===== src/rtl/phase_slot_sequencer_if.sv =====
// Bus between the phase slot sequencer and its environment: the phase memory
// port, the per-slot frequency controls and the phase output to the operator stage.
interface phase_slot_sequencer_if #(
  parameter int PHASE_W = 18,
  parameter int PG_W    = 9
);
  logic               clkena;
  logic [8:0]         fnum;
  logic [2:0]         blk;
  logic [3:0]         ml;
  logic               key_trig;
  logic [4:0]         slot_out;
  logic               memwr;
  logic [PHASE_W-1:0] memwdata;
  logic [PHASE_W-1:0] memrdata;
  logic [PG_W-1:0]    pgout;
  logic               pg_valid;
  logic [4:0]         pg_slot;

  modport master (
    input  clkena, fnum, blk, ml, key_trig, memrdata,
    output slot_out, memwr, memwdata, pgout, pg_valid, pg_slot
  );

  modport slave (
    output clkena, fnum, blk, ml, key_trig, memrdata,
    input  slot_out, memwr, memwdata, pgout, pg_valid, pg_slot
  );
endinterface


===== src/rtl/phase_slot_sequencer.sv =====
// Steps through the phase memory slots, reads each stored phase, adds the
// increment derived from fnum/blk/ml and writes the result back.
module phase_slot_sequencer #(
  parameter int NSLOTS  = 18,
  parameter int PHASE_W = 18,
  parameter int PG_W    = 9
) (
  input logic clk,
  input logic reset,
  phase_slot_sequencer_if.master bus
);

  localparam int SLOT_W = 5;

  typedef enum logic {INIT, RUN} state_t;
  typedef enum logic {RD, WR} stage_t;

  state_t              state;
  stage_t              stage;
  logic [SLOT_W-1:0]   init_cnt;
  logic [SLOT_W-1:0]   slot_q;
  logic [PG_W-1:0]     pgout_q;
  logic                pg_valid_q;
  logic [SLOT_W-1:0]   pg_slot_q;

  logic [4:0]          mul2;
  logic [20:0]         shifted;
  logic [20:0]         product;
  logic [PHASE_W-1:0]  incr;
  logic [PHASE_W-1:0]  next_phase;
  logic                write_step;

  // mul2 is twice the frequency multiple, so ml=0 still encodes x0.5
  always_comb begin
    mul2 = 5'd1;
    case (bus.ml)
      4'd0:  mul2 = 5'd1;
      4'd1:  mul2 = 5'd2;
      4'd2:  mul2 = 5'd4;
      4'd3:  mul2 = 5'd6;
      4'd4:  mul2 = 5'd8;
      4'd5:  mul2 = 5'd10;
      4'd6:  mul2 = 5'd12;
      4'd7:  mul2 = 5'd14;
      4'd8:  mul2 = 5'd16;
      4'd9:  mul2 = 5'd18;
      4'd10: mul2 = 5'd20;
      4'd11: mul2 = 5'd20;
      4'd12: mul2 = 5'd24;
      4'd13: mul2 = 5'd24;
      4'd14: mul2 = 5'd30;
      default: mul2 = 5'd30;
    endcase
  end

  always_comb begin
    shifted    = 21'(bus.fnum) << bus.blk;
    product    = shifted * 21'(mul2);
    incr       = PHASE_W'(product >> 1);
    next_phase = bus.key_trig ? '0 : bus.memrdata + incr;
  end

  // Write strobe is combinational so a reset or a clkena stall drops it at once
  assign write_step   = (state == RUN) && (stage == WR);
  assign bus.memwr    = write_step && bus.clkena;
  assign bus.memwdata = write_step ? next_phase : '0;
  assign bus.slot_out = slot_q;
  assign bus.pgout    = pgout_q;
  assign bus.pg_valid = pg_valid_q;
  assign bus.pg_slot  = pg_slot_q;

  always_ff @(posedge clk or posedge reset) begin
    if (reset) begin
      state      <= INIT;
      stage      <= RD;
      init_cnt   <= '0;
      slot_q     <= '0;
      pgout_q    <= '0;
      pg_valid_q <= 1'b0;
      pg_slot_q  <= '0;
    end else begin
      pg_valid_q <= 1'b0;
      case (state)
        INIT: begin
          // The memory is clearing itself here, so time it with every edge
          init_cnt <= init_cnt + SLOT_W'(1);
          if (init_cnt == SLOT_W'(NSLOTS - 1)) begin
            state  <= RUN;
            stage  <= RD;
            slot_q <= '0;
          end
        end
        RUN: begin
          if (bus.clkena) begin
            if (stage == RD) begin
              stage <= WR;
            end else begin
              pgout_q    <= next_phase[PHASE_W-1 -: PG_W];
              pg_slot_q  <= slot_q;
              pg_valid_q <= 1'b1;
              stage      <= RD;
              slot_q     <= (slot_q == SLOT_W'(NSLOTS - 1)) ? '0 : slot_q + SLOT_W'(1);
            end
          end
        end
        default: state <= INIT;
      endcase
    end
  end

endmodule


===== src/flat_wrapper.sv =====
// flat-port wrapper written by rule: the top's interface ports become plain ports
module phase_slot_sequencer_flat 
#(
  parameter int NSLOTS  = 18,
  parameter int PHASE_W = 18,
  parameter int PG_W    = 9
)
  (clk, reset, bus_clkena, bus_fnum, bus_blk, bus_ml, bus_key_trig, bus_memrdata, bus_slot_out, bus_memwr, bus_memwdata, bus_pgout, bus_pg_valid, bus_pg_slot);
  phase_slot_sequencer_if #(.PHASE_W(PHASE_W), .PG_W(PG_W)) bus_i ();
  input logic clk;
  input logic reset;
  input wire logic [$bits(bus_i.clkena)-1:0] bus_clkena;
  input wire logic [$bits(bus_i.fnum)-1:0] bus_fnum;
  input wire logic [$bits(bus_i.blk)-1:0] bus_blk;
  input wire logic [$bits(bus_i.ml)-1:0] bus_ml;
  input wire logic [$bits(bus_i.key_trig)-1:0] bus_key_trig;
  input wire logic [$bits(bus_i.memrdata)-1:0] bus_memrdata;
  output wire logic [$bits(bus_i.slot_out)-1:0] bus_slot_out;
  output wire logic [$bits(bus_i.memwr)-1:0] bus_memwr;
  output wire logic [$bits(bus_i.memwdata)-1:0] bus_memwdata;
  output wire logic [$bits(bus_i.pgout)-1:0] bus_pgout;
  output wire logic [$bits(bus_i.pg_valid)-1:0] bus_pg_valid;
  output wire logic [$bits(bus_i.pg_slot)-1:0] bus_pg_slot;
  assign bus_i.clkena = bus_clkena;
  assign bus_i.fnum = bus_fnum;
  assign bus_i.blk = bus_blk;
  assign bus_i.ml = bus_ml;
  assign bus_i.key_trig = bus_key_trig;
  assign bus_i.memrdata = bus_memrdata;
  assign bus_slot_out = bus_i.slot_out;
  assign bus_memwr = bus_i.memwr;
  assign bus_memwdata = bus_i.memwdata;
  assign bus_pgout = bus_i.pgout;
  assign bus_pg_valid = bus_i.pg_valid;
  assign bus_pg_slot = bus_i.pg_slot;
  phase_slot_sequencer #(.NSLOTS(NSLOTS), .PHASE_W(PHASE_W), .PG_W(PG_W)) u_core (.clk(clk), .reset(reset), .bus(bus_i));
endmodule

===== config.mk =====
export PLATFORM = sky130hd
export DESIGN_NAME = phase_slot_sequencer_flat
export DESIGN_NICKNAME = d
export VERILOG_FILES = /design/src/rtl/phase_slot_sequencer_if.sv /design/src/rtl/phase_slot_sequencer.sv /design/src/flat_wrapper.sv
export SDC_FILE = /design/constraint.sdc
export NUM_CORES = 1
export LEC_CHECK = 0
export BUFFER_PORTS_ARGS = -buffer_cell sky130_fd_sc_hd__buf_4
export CAP_MARGIN = 20
export CORE_UTILIZATION = 35
export CTS_CLUSTER_SIZE = 20
export DETAILED_ROUTE_END_ITERATION = 12
export GPL_ROUTABILITY_DRIVEN = 0
export HOLD_SLACK_MARGIN = 0.05
export PLACE_DENSITY = 0.64
export SYNTH_ARGS = -nofsm -noshare
export SYNTH_HDL_FRONTEND = slang
export SYNTH_SLANG_ARGS = --single-unit

===== constraint.sdc =====
create_clock -name clk -period 15.5 [get_ports clk]
set_input_delay 0 -clock clk [delete_from_list [all_inputs] [get_ports clk]]
set_output_delay 0 -clock clk [all_outputs]
set_load 0.1 [all_outputs]

==> impl_results.html <==
<table>
<tr><th>Metric</th><th>Value</th></tr>
<tr><th colspan="2">Routing</th></tr>
<tr><td>Detailed Route WL</td><td>10.8 mm</td></tr>
<tr><td>Drt initial violations</td><td>158</td></tr>
<tr><td>Metal1 wirelength</td><td>5.11 mm</td></tr>
<tr><td>Vias after detailed routing</td><td>4147</td></tr>
<tr><td>Antenna Nets Post-Route</td><td>0</td></tr>
<tr><td>Average routed wire per standard cell</td><td>12.9 um</td></tr>
<tr><td>Top sig layer</td><td>met4</td></tr>
<tr><td>Drt pass-1 iters</td><td>4</td></tr>
<tr><td>Length of routed met3 wiring</td><td>229 um</td></tr>
<tr><td>Vias per cell</td><td>4.96</td></tr>
<tr><td>Length of routed met2 wiring</td><td>5.34 mm</td></tr>
<tr><td>Detailed-route DRC error count</td><td>0</td></tr>
<tr><th colspan="2">Yosys</th></tr>
<tr><td>Share of flip-flops with an asynchronous set or reset</td><td>100%</td></tr>
<tr><td>Yosys top cell by area</td><td>fa_1</td></tr>
<tr><td>Proportion of synthesized chip area in sequential cells</td><td>14.2%</td></tr>
<tr><td>Number of synthesized flops with an enable pin</td><td>0</td></tr>
<tr><td>Post-synthesis instance area</td><td>0.00474 sq mm</td></tr>
<tr><td>Flip-flop and latch count after synthesis</td><td>27</td></tr>
<tr><td>Number of nets produced by synthesis</td><td>720</td></tr>
<tr><td>Primary FF master, synth</td><td>dfrtp_1</td></tr>
<tr><td>Most instantiated cells after synthesis</td><td>inv_1, nand2_1, nor2_1, ha_1, fa_1</td></tr>
<tr><td>Synthesized instance count</td><td>595</td></tr>
<tr><td>Most frequent cell after synthesis</td><td>inv_1</td></tr>
<tr><td>Top cell type's share of synthesized area</td><td>17.7%</td></tr>
<tr><td>Count of warnings emitted by yosys</td><td>0</td></tr>
<tr><td>Avg Synthesized Cell Area</td><td>7.97 sq um</td></tr>
<tr><td>Distinct cell type count after synthesis</td><td>55</td></tr>
<tr><td>Synth area leaders</td><td>fa_1, dfrtp_1, ha_1</td></tr>
<tr><th colspan="2">Layout</th></tr>
<tr><td>Number of inserted diodes</td><td>0</td></tr>
<tr><td>Final instance area</td><td>0.00559 sq mm</td></tr>
<tr><td>Share of final-layout standard cells stronger than drive strength 1</td><td>13.8%</td></tr>
<tr><td>Nets@finish</td><td>786</td></tr>
<tr><td>Core utilization of the finished layout</td><td>42.2%</td></tr>
<tr><td>Non-filler cells in the finished layout</td><td>836</td></tr>
<tr><td>Area growth from synthesis to layout</td><td>17.9%</td></tr>
<tr><th colspan="2">Power</th></tr>
<tr><td>Switching power summed over all nets</td><td>0.000578 W</td></tr>
<tr><td>Switching share of power</td><td>62.5%</td></tr>
<tr><td>Pwr/cell area</td><td>166 mW/mm^2</td></tr>
<tr><td>Sequential power share</td><td>11.9%</td></tr>
<tr><td>Peak supply drop</td><td>85.4 uV</td></tr>
<tr><td>Logic pwr share</td><td>81.9%</td></tr>
<tr><td>Power Internal</td><td>0.000348 W</td></tr>
<tr><td>Lkg Pwr</td><td>2.84 nW</td></tr>
<tr><td>Share of power burned in the clock network</td><td>6.2%</td></tr>
<tr><th colspan="2">Die</th></tr>
<tr><td>Die X-Extent</td><td>118 um</td></tr>
<tr><td>Starting Density</td><td>35.8%</td></tr>
<tr><td>CORE AREA</td><td>0.0132 sq mm</td></tr>
<tr><td>Cell row count</td><td>42</td></tr>
<tr><td>Die Outline Area</td><td>0.0140 sq mm</td></tr>
<tr><td>I/O pin cnt</td><td>77</td></tr>
<tr><td>Vertical die dimension</td><td>118 um</td></tr>
<tr><th colspan="2">Clock network</th></tr>
<tr><td>H-tree Lvls</td><td>1</td></tr>
<tr><td>CTS tree</td><td>built</td></tr>
<tr><td>Number of buffers inserted to repair setup after CTS</td><td>0</td></tr>
<tr><td>Number of cells upsized or downsized after cts</td><td>0</td></tr>
<tr><td>Clock network latency to the later pin of the worst-skew pair</td><td>0.26 ns</td></tr>
<tr><td>Clock buffer depth</td><td>2</td></tr>
<tr><td>Post-CTS Hold Buffers</td><td>2</td></tr>
<tr><td>Clock-pin slew reported for the worst setup and hold paths after clock tree synthesis</td><td>0.06 ns</td></tr>
<tr><td>TritonCTS sink count</td><td>27</td></tr>
<tr><td>Num CTS Buffers</td><td>3</td></tr>
<tr><td>Clock Tree Root</td><td>clkbuf_16</td></tr>
<tr><th colspan="2">Placed design</th></tr>
<tr><td>Detailed placement HPWL</td><td>9.03 mm</td></tr>
<tr><td>Placed standard-cell area</td><td>0.00548 sq mm</td></tr>
<tr><td>Post-Place Cells</td><td>829</td></tr>
<tr><td>Input/output buffers</td><td>76</td></tr>
<tr><th colspan="2">Setup path</th></tr>
<tr><td>Setup CP Type</td><td>input port to output pin</td></tr>
<tr><td>Worst-path maximum fanout</td><td>17</td></tr>
<tr><td>CP Buf/Inv Count</td><td>4</td></tr>
<tr><td>Capturing point of the worst reg2reg path</td><td>u_core.bus.slot_out[3]</td></tr>
<tr><td>Setup slack of the most critical reg-to-reg path</td><td>13.24 ns</td></tr>
<tr><td>Library cell contributing the largest single delay on the critical path</td><td>a2111oi_0</td></tr>
<tr><td>Origin of the worst setup path</td><td>bus_blk[1]</td></tr>
<tr><td>Capturing element type of the critical path</td><td>output pin</td></tr>
<tr><td>Kind of cell adding the most delay to the critical path</td><td>compound AO/OA/AOI/OAI gates</td></tr>
<tr><td>CP endpoint</td><td>bus_memwdata[17]</td></tr>
<tr><td>CP peak stage delay</td><td>0.59 ns</td></tr>
<tr><td>Total number of cells along the worst setup path</td><td>27</td></tr>
<tr><td>CP required</td><td>15.50 ns</td></tr>
<tr><td>Worst reg2reg path depth</td><td>6</td></tr>
<tr><td>Arr. time, crit path</td><td>6.88 ns</td></tr>
<tr><td>Launch point of the worst reg-to-reg path</td><td>u_core.state</td></tr>
<tr><td>Critical path startpoint category</td><td>input port</td></tr>
<tr><th colspan="2">Timing</th></tr>
<tr><td>Min cycle time layout</td><td>6.88 ns</td></tr>
<tr><td>Total negative setup slack</td><td>0 ns</td></tr>
<tr><td>Achievable clock frequency</td><td>145 MHz</td></tr>
<tr><td>RSZ-0062 raised after global routing</td><td>no</td></tr>
<tr><td>Number of max-slew violations in the final report</td><td>0</td></tr>
<tr><td>Actual slew at the worst max-slew pin</td><td>0.825 ns</td></tr>
<tr><td>Final hold slack</td><td>0.295 ns</td></tr>
<tr><td>Final setup violation count</td><td>0</td></tr>
<tr><td>Fin Clk Skew</td><td>0.00215 ns</td></tr>
<tr><td>Worst-case headroom to the max-slew limit</td><td>44.9%</td></tr>
<tr><td>Number of hold violations in the final report</td><td>0</td></tr>
<tr><td>Fraction of the cycle the final worst path needs</td><td>44.4%</td></tr>
<tr><th colspan="2">Global routing</th></tr>
<tr><td>Number of antenna violations at the first check in global routing</td><td>0</td></tr>
<tr><td>Vias in the first global route</td><td>4086</td></tr>
<tr><td>Largest net degree at the start of global routing</td><td>28</td></tr>
<tr><td>Wire length of the first global-routing pass</td><td>18.5 mm</td></tr>
<tr><td>GRT Resource Usage Total</td><td>15.6%</td></tr>
<tr><td>Global route overflow</td><td>0</td></tr>
<tr><th colspan="2">Status</th></tr>
<tr><td>Status</td><td>completed</td></tr>
<tr><th colspan="2">Flow run</th></tr>
<tr><td>Count of maximum capacitance violations</td><td>0</td></tr>
<tr><th colspan="2">Min path</th></tr>
<tr><td>Hold Crit Depth</td><td>4</td></tr>
<tr><td>Worst min-delay path class</td><td>input port to register</td></tr>
</table>
[stage by stage]
step                      setup slack [ns]  power, W
after floorplan                       8.17  0.000721
after global placement                8.88  0.000857
after detailed placement              8.64  0.000869
after CTS                             8.64  0.000930
after global routing                  8.13  0.000992
final                                 8.62  0.000926
[power groups by stage]
stage	clock network [W]	logic (W)	registers, W
global placement	0	0.000747	0.000111
CTS	0.0000586	0.000761	0.000110
global route	0.0000613	0.000817	0.000114
floorplan	0	0.000469	0.000252
finish	0.0000575	0.000758	0.000110
detailed placement	0	0.000758	0.000112
[flip-flops by register name, summed over array words and instances (netlist names)]
signal	count
u_core.bus.pgout	9
u_core.bus.pg_slot	5
u_core.bus.slot_out	5
u_core.init_cnt	5
u_core.bus.pg_valid	1
u_core.stage	1
u_core.state	1
[cell type report]
| type | count | area (sq um) |
|---|---|---|
| fillers | 1384 | 7650 |
| multi-input cells | 472 | 3710 |
| flip-flops and latches | 27 | 676 |
| repair buffers | 81 | 621 |
| inverters | 76 | 285 |
| well taps | 176 | 220 |
| clock buffers | 4 | 78.8 |
[cell usage in the layout (no fill, tap or decap), types with 4 or more instances in the layout]
cell / instances
buf_4: 78
inv_1: 76
nand2_1: 59
nor2_1: 49
ha_1: 45
fa_1: 42
o21ai_0: 32
nor2b_1: 31
a21oi_1: 30
dfrtp_1: 27
xnor2_1: 23
and2_1: 18
nand2b_1: 15
a21o_1: 13
nand3_1: 10
and3_1: 10
xor2_1: 10
nor3_1: 9
mux2i_1: 8
a211oi_1: 7
o21a_1: 6
a31oi_1: 5
nand4b_1: 4
nand4_1: 4
nor3b_1: 4
[how the worst min path moves through the flow]
stage                                  to              from
finish                u_core.bus.pgout[7]  bus_memrdata[16]
global route          u_core.bus.pgout[7]  bus_memrdata[16]
CTS                   u_core.bus.pgout[6]  bus_memrdata[15]
detailed placement    u_core.bus.pgout[0]        bus_clkena
global placement      u_core.bus.pgout[0]        bus_clkena
floorplan           u_core.bus.pg_slot[0]             reset
[layer usage]
| layer | vias to the layer above | track usage [%] |
|---|---|---|
| met4 | 0 | 2.29 |
| met5 | - | 0 |
| li1 | 2102 | - |
| met3 | 8 | 0.917 |
| met2 | 68 | 28.5 |
| met1 | 1969 | 20.6 |
[worst min-delay path: cells and delay by family]
family,cells,cell delay [ns]
AOI/OAI and AO/OA,1,0.15
xor gates and xnor gates,1,0.11
adders and majority gates,1,0.18
buffers and inverters,1,0.08
[cell families after synthesis]
group,after synthesis,synth area share (%)
and+or+nand+nor,228,24.9
AOI/OAI and AO/OA,113,14.9
buffers and inverters,96,7.60
adders and majority gates,87,29.6
xor gates and xnor gates,33,6.09
DFF,27,14.2
muxes,11,2.64
No activity file was read; power rests on OpenSTA's default activity.
